## config.mk

```make
export PLATFORM = sky130hd
export DESIGN_NAME = ball_engine_flat
export DESIGN_NICKNAME = d
export VERILOG_FILES = /design/src/rtl/pong_pkg.sv /design/src/rtl/ball_engine_if.sv /design/src/rtl/ball_engine_serve_timer.sv /design/src/rtl/ball_engine.sv /design/src/flat_wrapper.sv
export SDC_FILE = /design/constraint.sdc
export NUM_CORES = 1
export LEC_CHECK = 0
export CAP_MARGIN = 25
export CELL_PAD_IN_SITES_DETAIL_PLACEMENT = 1
export CELL_PAD_IN_SITES_GLOBAL_PLACEMENT = 1
export CORE_ASPECT_RATIO = 0.75
export CORE_MARGIN = 8
export CORE_UTILIZATION = 40
export CTS_BUF_LIST = sky130_fd_sc_hd__clkbuf_8
export CTS_CLUSTER_SIZE = 40
export DETAILED_ROUTE_END_ITERATION = 8
export PLACE_DENSITY = 0.88
export RECOVER_POWER = 25
export SLEW_MARGIN = 20
export SYNTH_ARGS = -nofsm -noshare
export SYNTH_HDL_FRONTEND = slang
export SYNTH_SLANG_ARGS = --single-unit
```

## constraint.sdc

```tcl
create_clock -name clk -period 7.3 [get_ports clk]
set_input_delay 1.095 -clock clk [delete_from_list [all_inputs] [get_ports clk]]
set_output_delay 1.095 -clock clk [all_outputs]
set_load 0.005 [all_outputs]
```

## src/rtl/pong_pkg.sv

```systemverilog
// Shared pong geometry, FSM state and direction encodings, plus the
// span-overlap helper used by the ball/paddle collision checks.
package pong_pkg;

  localparam int unsigned SCREEN_W    = 640;
  localparam int unsigned SCREEN_H    = 480;
  localparam int unsigned BALL_SIZE   = 8;
  localparam int unsigned PADDLE_H    = 64;
  localparam int unsigned PADDLE_W    = 8;
  localparam int unsigned PADDLE_X_L  = 16;
  localparam int unsigned PADDLE_X_R  = 616;
  localparam int unsigned SPEED       = 2;
  localparam int unsigned SERVE_DELAY = 60;
  localparam int unsigned COORD_W     = 10;

  typedef logic [COORD_W-1:0] coord_t;

  typedef enum logic [1:0] {
    SERVE = 2'd0,
    PLAY  = 2'd1,
    HALT  = 2'd2
  } state_e;

  typedef enum logic {
    DIR_NEG = 1'b0,
    DIR_POS = 1'b1
  } dir_e;

  // Half-open spans [a_lo, a_hi) and [b_lo, b_hi) intersect.
  function automatic logic span_overlap(input logic [COORD_W:0] a_lo,
                                        input logic [COORD_W:0] a_hi,
                                        input logic [COORD_W:0] b_lo,
                                        input logic [COORD_W:0] b_hi);
    return (a_hi > b_lo) && (a_lo < b_hi);
  endfunction

endpackage

```

## src/rtl/ball_engine_if.sv

```systemverilog
// Frame/paddle inputs and ball position/event outputs of ball_engine.
interface ball_engine_if;
  import pong_pkg::*;

  logic   tick;
  logic   game_over;
  coord_t paddle_left_y;
  coord_t paddle_right_y;
  coord_t ball_x;
  coord_t ball_y;
  logic   hit_left;
  logic   hit_right;
  logic   miss_left;
  logic   miss_right;
  logic   serving;

  modport master (
    output tick, game_over, paddle_left_y, paddle_right_y,
    input  ball_x, ball_y, hit_left, hit_right, miss_left, miss_right, serving
  );

  modport slave (
    input  tick, game_over, paddle_left_y, paddle_right_y,
    output ball_x, ball_y, hit_left, hit_right, miss_left, miss_right, serving
  );
endinterface

```

## src/rtl/ball_engine_serve_timer.sv

```systemverilog
// Tick-enabled serve counter; done fires on the enable that finds it at
// DELAY-1, and the counter wraps to zero on that same enable.
module serve_timer #(
  parameter int unsigned DELAY = 60
) (
  input  logic clk,
  input  logic rst,
  input  logic en,
  input  logic clr,
  output logic done
);
  localparam int unsigned W = (DELAY > 1) ? $clog2(DELAY) : 1;
  localparam logic [W-1:0] LAST = W'(DELAY - 1);

  logic [W-1:0] cnt_q, cnt_d;

  always_comb begin
    done  = en && (cnt_q == LAST);
    cnt_d = cnt_q;
    if (clr || done) cnt_d = '0;
    else if (en)     cnt_d = cnt_q + 1'b1;
  end

  always_ff @(posedge clk or posedge rst) begin
    if (rst) cnt_q <= '0;
    else     cnt_q <= cnt_d;
  end
endmodule

```

## src/rtl/ball_engine.sv

```systemverilog
// Ball motion, wall bounces and paddle hit/miss detection for pong; all
// outputs registered, events are one-cycle pulses after the causing tick.
module ball_engine #(
  parameter int unsigned SCREEN_W    = pong_pkg::SCREEN_W,
  parameter int unsigned SCREEN_H    = pong_pkg::SCREEN_H,
  parameter int unsigned BALL_SIZE   = pong_pkg::BALL_SIZE,
  parameter int unsigned PADDLE_H    = pong_pkg::PADDLE_H,
  parameter int unsigned PADDLE_W    = pong_pkg::PADDLE_W,
  parameter int unsigned PADDLE_X_L  = pong_pkg::PADDLE_X_L,
  parameter int unsigned PADDLE_X_R  = pong_pkg::PADDLE_X_R,
  parameter int unsigned SPEED       = pong_pkg::SPEED,
  parameter int unsigned SERVE_DELAY = pong_pkg::SERVE_DELAY
) (
  input logic          clk,
  input logic          reset,
  ball_engine_if.slave bus
);
  import pong_pkg::*;

  localparam logic [9:0]  CENTER_X = 10'((SCREEN_W - BALL_SIZE) / 2);
  localparam logic [9:0]  CENTER_Y = 10'((SCREEN_H - BALL_SIZE) / 2);
  localparam logic [10:0] FACE_L   = 11'(PADDLE_X_L + PADDLE_W);
  localparam logic [10:0] FACE_R   = 11'(PADDLE_X_R - BALL_SIZE);
  localparam logic [10:0] SPD      = 11'(SPEED);
  localparam logic [10:0] BS       = 11'(BALL_SIZE);
  localparam logic [10:0] PH       = 11'(PADDLE_H);
  localparam logic [10:0] SW       = 11'(SCREEN_W);
  localparam logic [10:0] SH       = 11'(SCREEN_H);

  state_e     state_q, state_d;
  dir_e       dir_x_q, dir_x_d, dir_y_q, dir_y_d;
  logic [9:0] ball_x_q, ball_x_d, ball_y_q, ball_y_d;
  logic       hit_left_q, hit_left_d, hit_right_q, hit_right_d;
  logic       miss_left_q, miss_left_d, miss_right_q, miss_right_d;
  logic       serving_q, serving_d;
  logic       timer_en, timer_clr, timer_done;

  // One spare bit so every compare/add below is free of wrap-around.
  logic [10:0] bx, by, pl, pr;
  logic        overlap_l, overlap_r;

  assign bx        = {1'b0, ball_x_q};
  assign by        = {1'b0, ball_y_q};
  assign pl        = {1'b0, bus.paddle_left_y};
  assign pr        = {1'b0, bus.paddle_right_y};
  assign overlap_l = span_overlap(by, by + BS, pl, pl + PH);
  assign overlap_r = span_overlap(by, by + BS, pr, pr + PH);

  serve_timer #(.DELAY(SERVE_DELAY)) u_serve_timer (
    .clk  (clk),
    .rst  (reset),
    .en   (timer_en),
    .clr  (timer_clr),
    .done (timer_done)
  );

  always_comb begin
    state_d      = state_q;
    dir_x_d      = dir_x_q;
    dir_y_d      = dir_y_q;
    ball_x_d     = ball_x_q;
    ball_y_d     = ball_y_q;
    hit_left_d   = 1'b0;
    hit_right_d  = 1'b0;
    miss_left_d  = 1'b0;
    miss_right_d = 1'b0;
    timer_en     = 1'b0;
    timer_clr    = (state_q != SERVE);

    case (state_q)
      SERVE: begin
        if (bus.game_over) begin
          state_d = HALT;
        end else if (bus.tick) begin
          timer_en = 1'b1;
          if (timer_done) state_d = PLAY;
        end
      end
      PLAY: begin
        if (bus.game_over) begin
          state_d = HALT;
        end else if (bus.tick) begin
          if (dir_y_q == DIR_POS) begin
            if (by + BS + SPD >= SH) begin
              ball_y_d = 10'(SH - BS);
              dir_y_d  = DIR_NEG;
            end else begin
              ball_y_d = 10'(by + SPD);
            end
          end else begin
            if (by < SPD) begin
              ball_y_d = '0;
              dir_y_d  = DIR_POS;
            end else begin
              ball_y_d = 10'(by - SPD);
            end
          end
          // Overlap uses the pre-move ball_y; a miss overrides the Y result.
          if (dir_x_q == DIR_NEG) begin
            if (bx >= FACE_L && bx < FACE_L + SPD && overlap_l) begin
              ball_x_d   = 10'(FACE_L);
              dir_x_d    = DIR_POS;
              hit_left_d = 1'b1;
            end else if (bx < SPD) begin
              miss_left_d = 1'b1;
              ball_x_d    = CENTER_X;
              ball_y_d    = CENTER_Y;
              dir_x_d     = DIR_NEG;
              state_d     = SERVE;
            end else begin
              ball_x_d = 10'(bx - SPD);
            end
          end else begin
            if (bx <= FACE_R && bx + SPD > FACE_R && overlap_r) begin
              ball_x_d    = 10'(FACE_R);
              dir_x_d     = DIR_NEG;
              hit_right_d = 1'b1;
            end else if (bx + BS + SPD > SW) begin
              miss_right_d = 1'b1;
              ball_x_d     = CENTER_X;
              ball_y_d     = CENTER_Y;
              dir_x_d      = DIR_POS;
              state_d      = SERVE;
            end else begin
              ball_x_d = 10'(bx + SPD);
            end
          end
        end
      end
      HALT: begin
        if (!bus.game_over) begin
          state_d  = SERVE;
          ball_x_d = CENTER_X;
          ball_y_d = CENTER_Y;
        end
      end
      default: state_d = SERVE;
    endcase

    serving_d = (state_d == SERVE);
  end

  always_ff @(posedge clk or posedge reset) begin
    if (reset) begin
      state_q      <= SERVE;
      dir_x_q      <= DIR_POS;
      dir_y_q      <= DIR_POS;
      ball_x_q     <= CENTER_X;
      ball_y_q     <= CENTER_Y;
      hit_left_q   <= 1'b0;
      hit_right_q  <= 1'b0;
      miss_left_q  <= 1'b0;
      miss_right_q <= 1'b0;
      serving_q    <= 1'b1;
    end else begin
      state_q      <= state_d;
      dir_x_q      <= dir_x_d;
      dir_y_q      <= dir_y_d;
      ball_x_q     <= ball_x_d;
      ball_y_q     <= ball_y_d;
      hit_left_q   <= hit_left_d;
      hit_right_q  <= hit_right_d;
      miss_left_q  <= miss_left_d;
      miss_right_q <= miss_right_d;
      serving_q    <= serving_d;
    end
  end

  assign bus.ball_x     = ball_x_q;
  assign bus.ball_y     = ball_y_q;
  assign bus.hit_left   = hit_left_q;
  assign bus.hit_right  = hit_right_q;
  assign bus.miss_left  = miss_left_q;
  assign bus.miss_right = miss_right_q;
  assign bus.serving    = serving_q;
endmodule
```

## src/flat_wrapper.sv

```systemverilog
// flat-port wrapper written by rule: the top's interface ports become plain ports
module ball_engine_flat import pong_pkg::*;
#(
  parameter int unsigned SCREEN_W    = pong_pkg::SCREEN_W,
  parameter int unsigned SCREEN_H    = pong_pkg::SCREEN_H,
  parameter int unsigned BALL_SIZE   = pong_pkg::BALL_SIZE,
  parameter int unsigned PADDLE_H    = pong_pkg::PADDLE_H,
  parameter int unsigned PADDLE_W    = pong_pkg::PADDLE_W,
  parameter int unsigned PADDLE_X_L  = pong_pkg::PADDLE_X_L,
  parameter int unsigned PADDLE_X_R  = pong_pkg::PADDLE_X_R,
  parameter int unsigned SPEED       = pong_pkg::SPEED,
  parameter int unsigned SERVE_DELAY = pong_pkg::SERVE_DELAY
)
  (clk, reset, bus_tick, bus_game_over, bus_paddle_left_y, bus_paddle_right_y, bus_ball_x, bus_ball_y, bus_hit_left, bus_hit_right, bus_miss_left, bus_miss_right, bus_serving);
  ball_engine_if bus_i ();
  input logic clk;
  input logic reset;
  input wire logic [$bits(bus_i.tick)-1:0] bus_tick;
  input wire logic [$bits(bus_i.game_over)-1:0] bus_game_over;
  input wire logic [$bits(bus_i.paddle_left_y)-1:0] bus_paddle_left_y;
  input wire logic [$bits(bus_i.paddle_right_y)-1:0] bus_paddle_right_y;
  output wire logic [$bits(bus_i.ball_x)-1:0] bus_ball_x;
  output wire logic [$bits(bus_i.ball_y)-1:0] bus_ball_y;
  output wire logic [$bits(bus_i.hit_left)-1:0] bus_hit_left;
  output wire logic [$bits(bus_i.hit_right)-1:0] bus_hit_right;
  output wire logic [$bits(bus_i.miss_left)-1:0] bus_miss_left;
  output wire logic [$bits(bus_i.miss_right)-1:0] bus_miss_right;
  output wire logic [$bits(bus_i.serving)-1:0] bus_serving;
  assign bus_i.tick = bus_tick;
  assign bus_i.game_over = bus_game_over;
  assign bus_i.paddle_left_y = bus_paddle_left_y;
  assign bus_i.paddle_right_y = bus_paddle_right_y;
  assign bus_ball_x = bus_i.ball_x;
  assign bus_ball_y = bus_i.ball_y;
  assign bus_hit_left = bus_i.hit_left;
  assign bus_hit_right = bus_i.hit_right;
  assign bus_miss_left = bus_i.miss_left;
  assign bus_miss_right = bus_i.miss_right;
  assign bus_serving = bus_i.serving;
  ball_engine #(.SCREEN_W(SCREEN_W), .SCREEN_H(SCREEN_H), .BALL_SIZE(BALL_SIZE), .PADDLE_H(PADDLE_H), .PADDLE_W(PADDLE_W), .PADDLE_X_L(PADDLE_X_L), .PADDLE_X_R(PADDLE_X_R), .SPEED(SPEED), .SERVE_DELAY(SERVE_DELAY)) u_core (.clk(clk), .reset(reset), .bus(bus_i));
endmodule
```

==> flow_summary.json <==
{
  "ys_seq_elements": 34,
  "cp_slowest_cell": "a2111oi_0",
  "power_leakage_nw": 1.81,
  "first_global_vias": 3981,
  "hold_path_class": "reg -> reg",
  "slew_headroom_pct": -31.9,
  "finClkSkew_ns": 0.0167,
  "die_width_um": 127,
  "finalNonFillerCells": 626,
  "clk_pin_slew_worst_paths_ns": 0.08,
  "routed_via_density": 6.00,
  "synth_warnings": 0,
  "num_rows": 30,
  "stdcell_area_mm2": 0.00436,
  "cp.required_ns": 7.54,
  "clk_latency_ns": 0.31,
  "dp_hpwl_um": 9520,
  "powerDensity_mw_per_mm2": 113,
  "wl_um": 12500,
  "synth_area_mm2": 0.00372,
  "final_core_util_pct": 48.2,
  "final-setup-viol-count": 0,
  "cp_max_fo": 4,
  "cpMostUsedCell": "ha_1",
  "antenna_cells": 0,
  "drv_slew": 35,
  "cts_tree": "done",
  "busiest_layer": "met2",
  "synthArstFlopShare_pct": 100,
  "worst_slack_ns": 3.30,
  "critPathArrivalTime_ns": 4.25,
  "synth_top_cell_area_share_pct": 15.1,
  "power_mw": 0.492,
  "detail-route-antenna-nets": 0,
  "cts_hold_buf": 0,
  "vias": 3754,
  "switching_share_pct": 26.1,
  "syn_avg_cell_area_um2": 8.00,
  "core_mm2": 0.00905,
  "rsz0062_at_grt": "no",
  "maxCapViolations": 1,
  "min_period_ns": 4.00,
  "syn-instance-count": 465,
  "gr-usage-met1_pct": 28.0,
  "htree_levels": 2,
  "syn_to_final_growth_pct": 17.3,
  "ys_types": 72,
  "pin_count": 49,
  "clock_power_share_pct": 44.5,
  "port_buffers": 47,
  "max_freq_ghz": 0.250,
  "status": "finished, violations left",
  "place_inst": 618,
  "synth_fp_nets": 534,
  "clkSinkCount": 34,
  "use_met3_pct": 4.22,
  "grt-ovfl-total": 0,
  "synth_largest_area_cell": "ha_1",
  "ctsResizeCount": 0,
  "pre_cts_ws_ns": 3.06,
  "synth_edf_count": 0,
  "track_usage_pct": 20.2,
  "cts-root-buf": "clkbuf_8",
  "drive_above_1_share_pct": 7.03,
  "grtUsageMet2_pct": 31.6,
  "gp_congestion": 0.929,
  "cp-start-kind": "input pin",
  "worstSetupEndpointType": "flop",
  "drc_errors": 0,
  "pwr-share-seq_pct": 39.6,
  "violations": "capacitance limit, slew limit",
  "fin_crit_sh_pct": 54.9,
  "fin_tns_setup_ns": 0,
  "path_class": "in -> reg",
  "drtIter0Drc": 350,
  "ys.flop_type": "dfrtp_1",
  "place_area_mm2": 0.00423,
  "dieArea_mm2": 0.0127,
  "drt-pass1-iter-count": 4,
  "max_stage_delay_ns": 0.84,
  "die_y_um": 99.5,
  "wl_per_cell_um": 19.9,
  "clockBufferDepth": 2,
  "ys_top_cells_by_area": "ha_1, dfrtp_1, dfstp_2",
  "grt_pass1_wl_um": 20800,
  "grt_max_degree": 35,
  "tightest_slew_ns": 1.98,
  "p_sw_mw": 0.128,
  "ys_seq_area_share_pct": 23.3,
  "combPwrFrac_pct": 15.8,
  "crit_chain": "clkdlybuf4s50_1 -> ha_1 -> xnor2_1 -> ha_1 -> or3_1 -> a221oi_1 -> a211oi_1 -> a2111oi_0 -> nor2_1 -> a21oi_1 -> o22a_1",
  "nets": 566,
  "cts_setup_buffers": 0,
  "peakVddDrop_mv": 0.0723,
  "hold_ws_ns": 0.544,
  "antenna_found_initial": 0,
  "internal-power_mw": 0.364,
  "start_util_pct": 41.1,
  "hold_viol": 0,
  "numCtsBuffers": 5
}
[layout by cell type, fill, tap and decap left out, types with 3 or more instances in the layout]
cell	count
xnor2_1	14
dfstp_2	13
o21a_1	3
clkbuf_8	5
clkdlybuf4s50_1	46
a21o_1	4
a211o_1	6
nand4_1	10
a31oi_1	6
a211oi_1	8
nand3b_1	3
nand2_1	37
a22oi_1	4
o31a_1	3
and3_1	3
o22ai_1	6
nor2_1	34
xor2_1	8
nand3_1	20
a21oi_1	30
ha_1	45
nor3_1	23
nor4_1	7
or3_1	8
o21ai_0	15
dfrtp_1	21
and2_1	6
nor2b_1	3
nand2b_1	5
o211ai_1	4
o32ai_1	4
inv_1	40
[area by class of cell]
cell class	instances	area, µm²
Clock inverter	3	68.8
Sequential cell	34	867
Multi-Input combinational cell	367	2560
Clock buffer	5	68.8
Inverter	40	150
Tap cell	128	160
Fill cell	1115	4690
Timing Repair Buffer	49	482
[power groups by stage]
stage	sequential, mW	combinational, mW	clock [mW]
after global placement	0.198	0.0726	0
after floorplan	0.196	0.0474	0
final	0.195	0.0778	0.219
after global routing	0.195	0.0867	0.230
after CTS	0.195	0.0778	0.223
after detailed placement	0.198	0.0764	0
[critical path, delay by kind of cell]
family,cells,cell delay (ns)
and+or+nand+nor,2,0.50
buffers and inverters,1,0.47
xor gates and xnor gates,1,0.13
adders and majority gates,2,0.46
AOI/OAI and AO/OA,5,1.60
[worst paths after layout]
check | from | endpoint | slack [ns] | cells after the start
min in group asynchronous | reset | u_core.u_serve_timer.cnt_q[1]$_DFFE_PP0P_ | 1.94 | 3
max in group asynchronous | reset | u_core.bus.ball_y[0]$_DFFE_PP0P_ | 4.21 | 3
max reg2reg | u_core.bus.ball_y[4]$_DFFE_PP0P_ | u_core.bus.ball_x[3]$_DFFE_PP1P_ | 3.37 | 12
max | bus_paddle_left_y[6] | u_core.bus.ball_x[3]$_DFFE_PP1P_ | 3.30 | 11
min reg2reg | u_core.state_q[1]$_DFF_PP0_ | u_core.u_serve_timer.cnt_q[0]$_DFFE_PP0P_ | 0.54 | 1
min | u_core.state_q[1]$_DFF_PP0_ | u_core.u_serve_timer.cnt_q[0]$_DFFE_PP0P_ | 0.54 | 1
[logic make-up after synthesis]
| kind of cell | Yosys count | share of synthesized area (%) |
|---|---|---|
| compound gates | 123 | 23.9 |
| xor+xnor | 22 | 5.18 |
| fa+ha+maj | 45 | 15.1 |
| buf+inv | 64 | 7.74 |
| flops | 34 | 23.3 |
| mux | 2 | 0.538 |
| other cells | 1 | 0.101 |
| simple gates | 174 | 24.1 |
[synth_stat cells (all sizes together) (7+ instances only)]
cell type / number
o21ai: 17
nor3: 23
ha: 45
nand3: 20
xor2: 8
a21oi: 31
buf: 17
xnor2: 14
a211oi: 9
clkbuf: 7
nand4: 10
nor4: 7
dfstp: 13
nand2: 37
nor2: 34
or3: 9
inv: 40
dfrtp: 21
[routing by layer]
metal / routed length (µm) / vias to the layer above
met5: 0 / -
met4: 34 / 0
met3: 792 / 6
met2: 5790 / 107
met1: 5850 / 1875
li1: - / 1766
[state kept, by name, indices dropped and copies added, names as in the netlist]
signal                      flops
u_core.bus.ball_y              10
u_core.bus.ball_x               9
u_core.u_serve_timer.cnt_q      6
u_core.state_q                  2
u_core.bus.hit_left             1
u_core.bus.hit_right            1
u_core.bus.miss_left            1
u_core.bus.miss_right           1
u_core.bus.serving              1
u_core.dir_x_q                  1
u_core.dir_y_q                  1
Power figures use the tool's default switching activity.
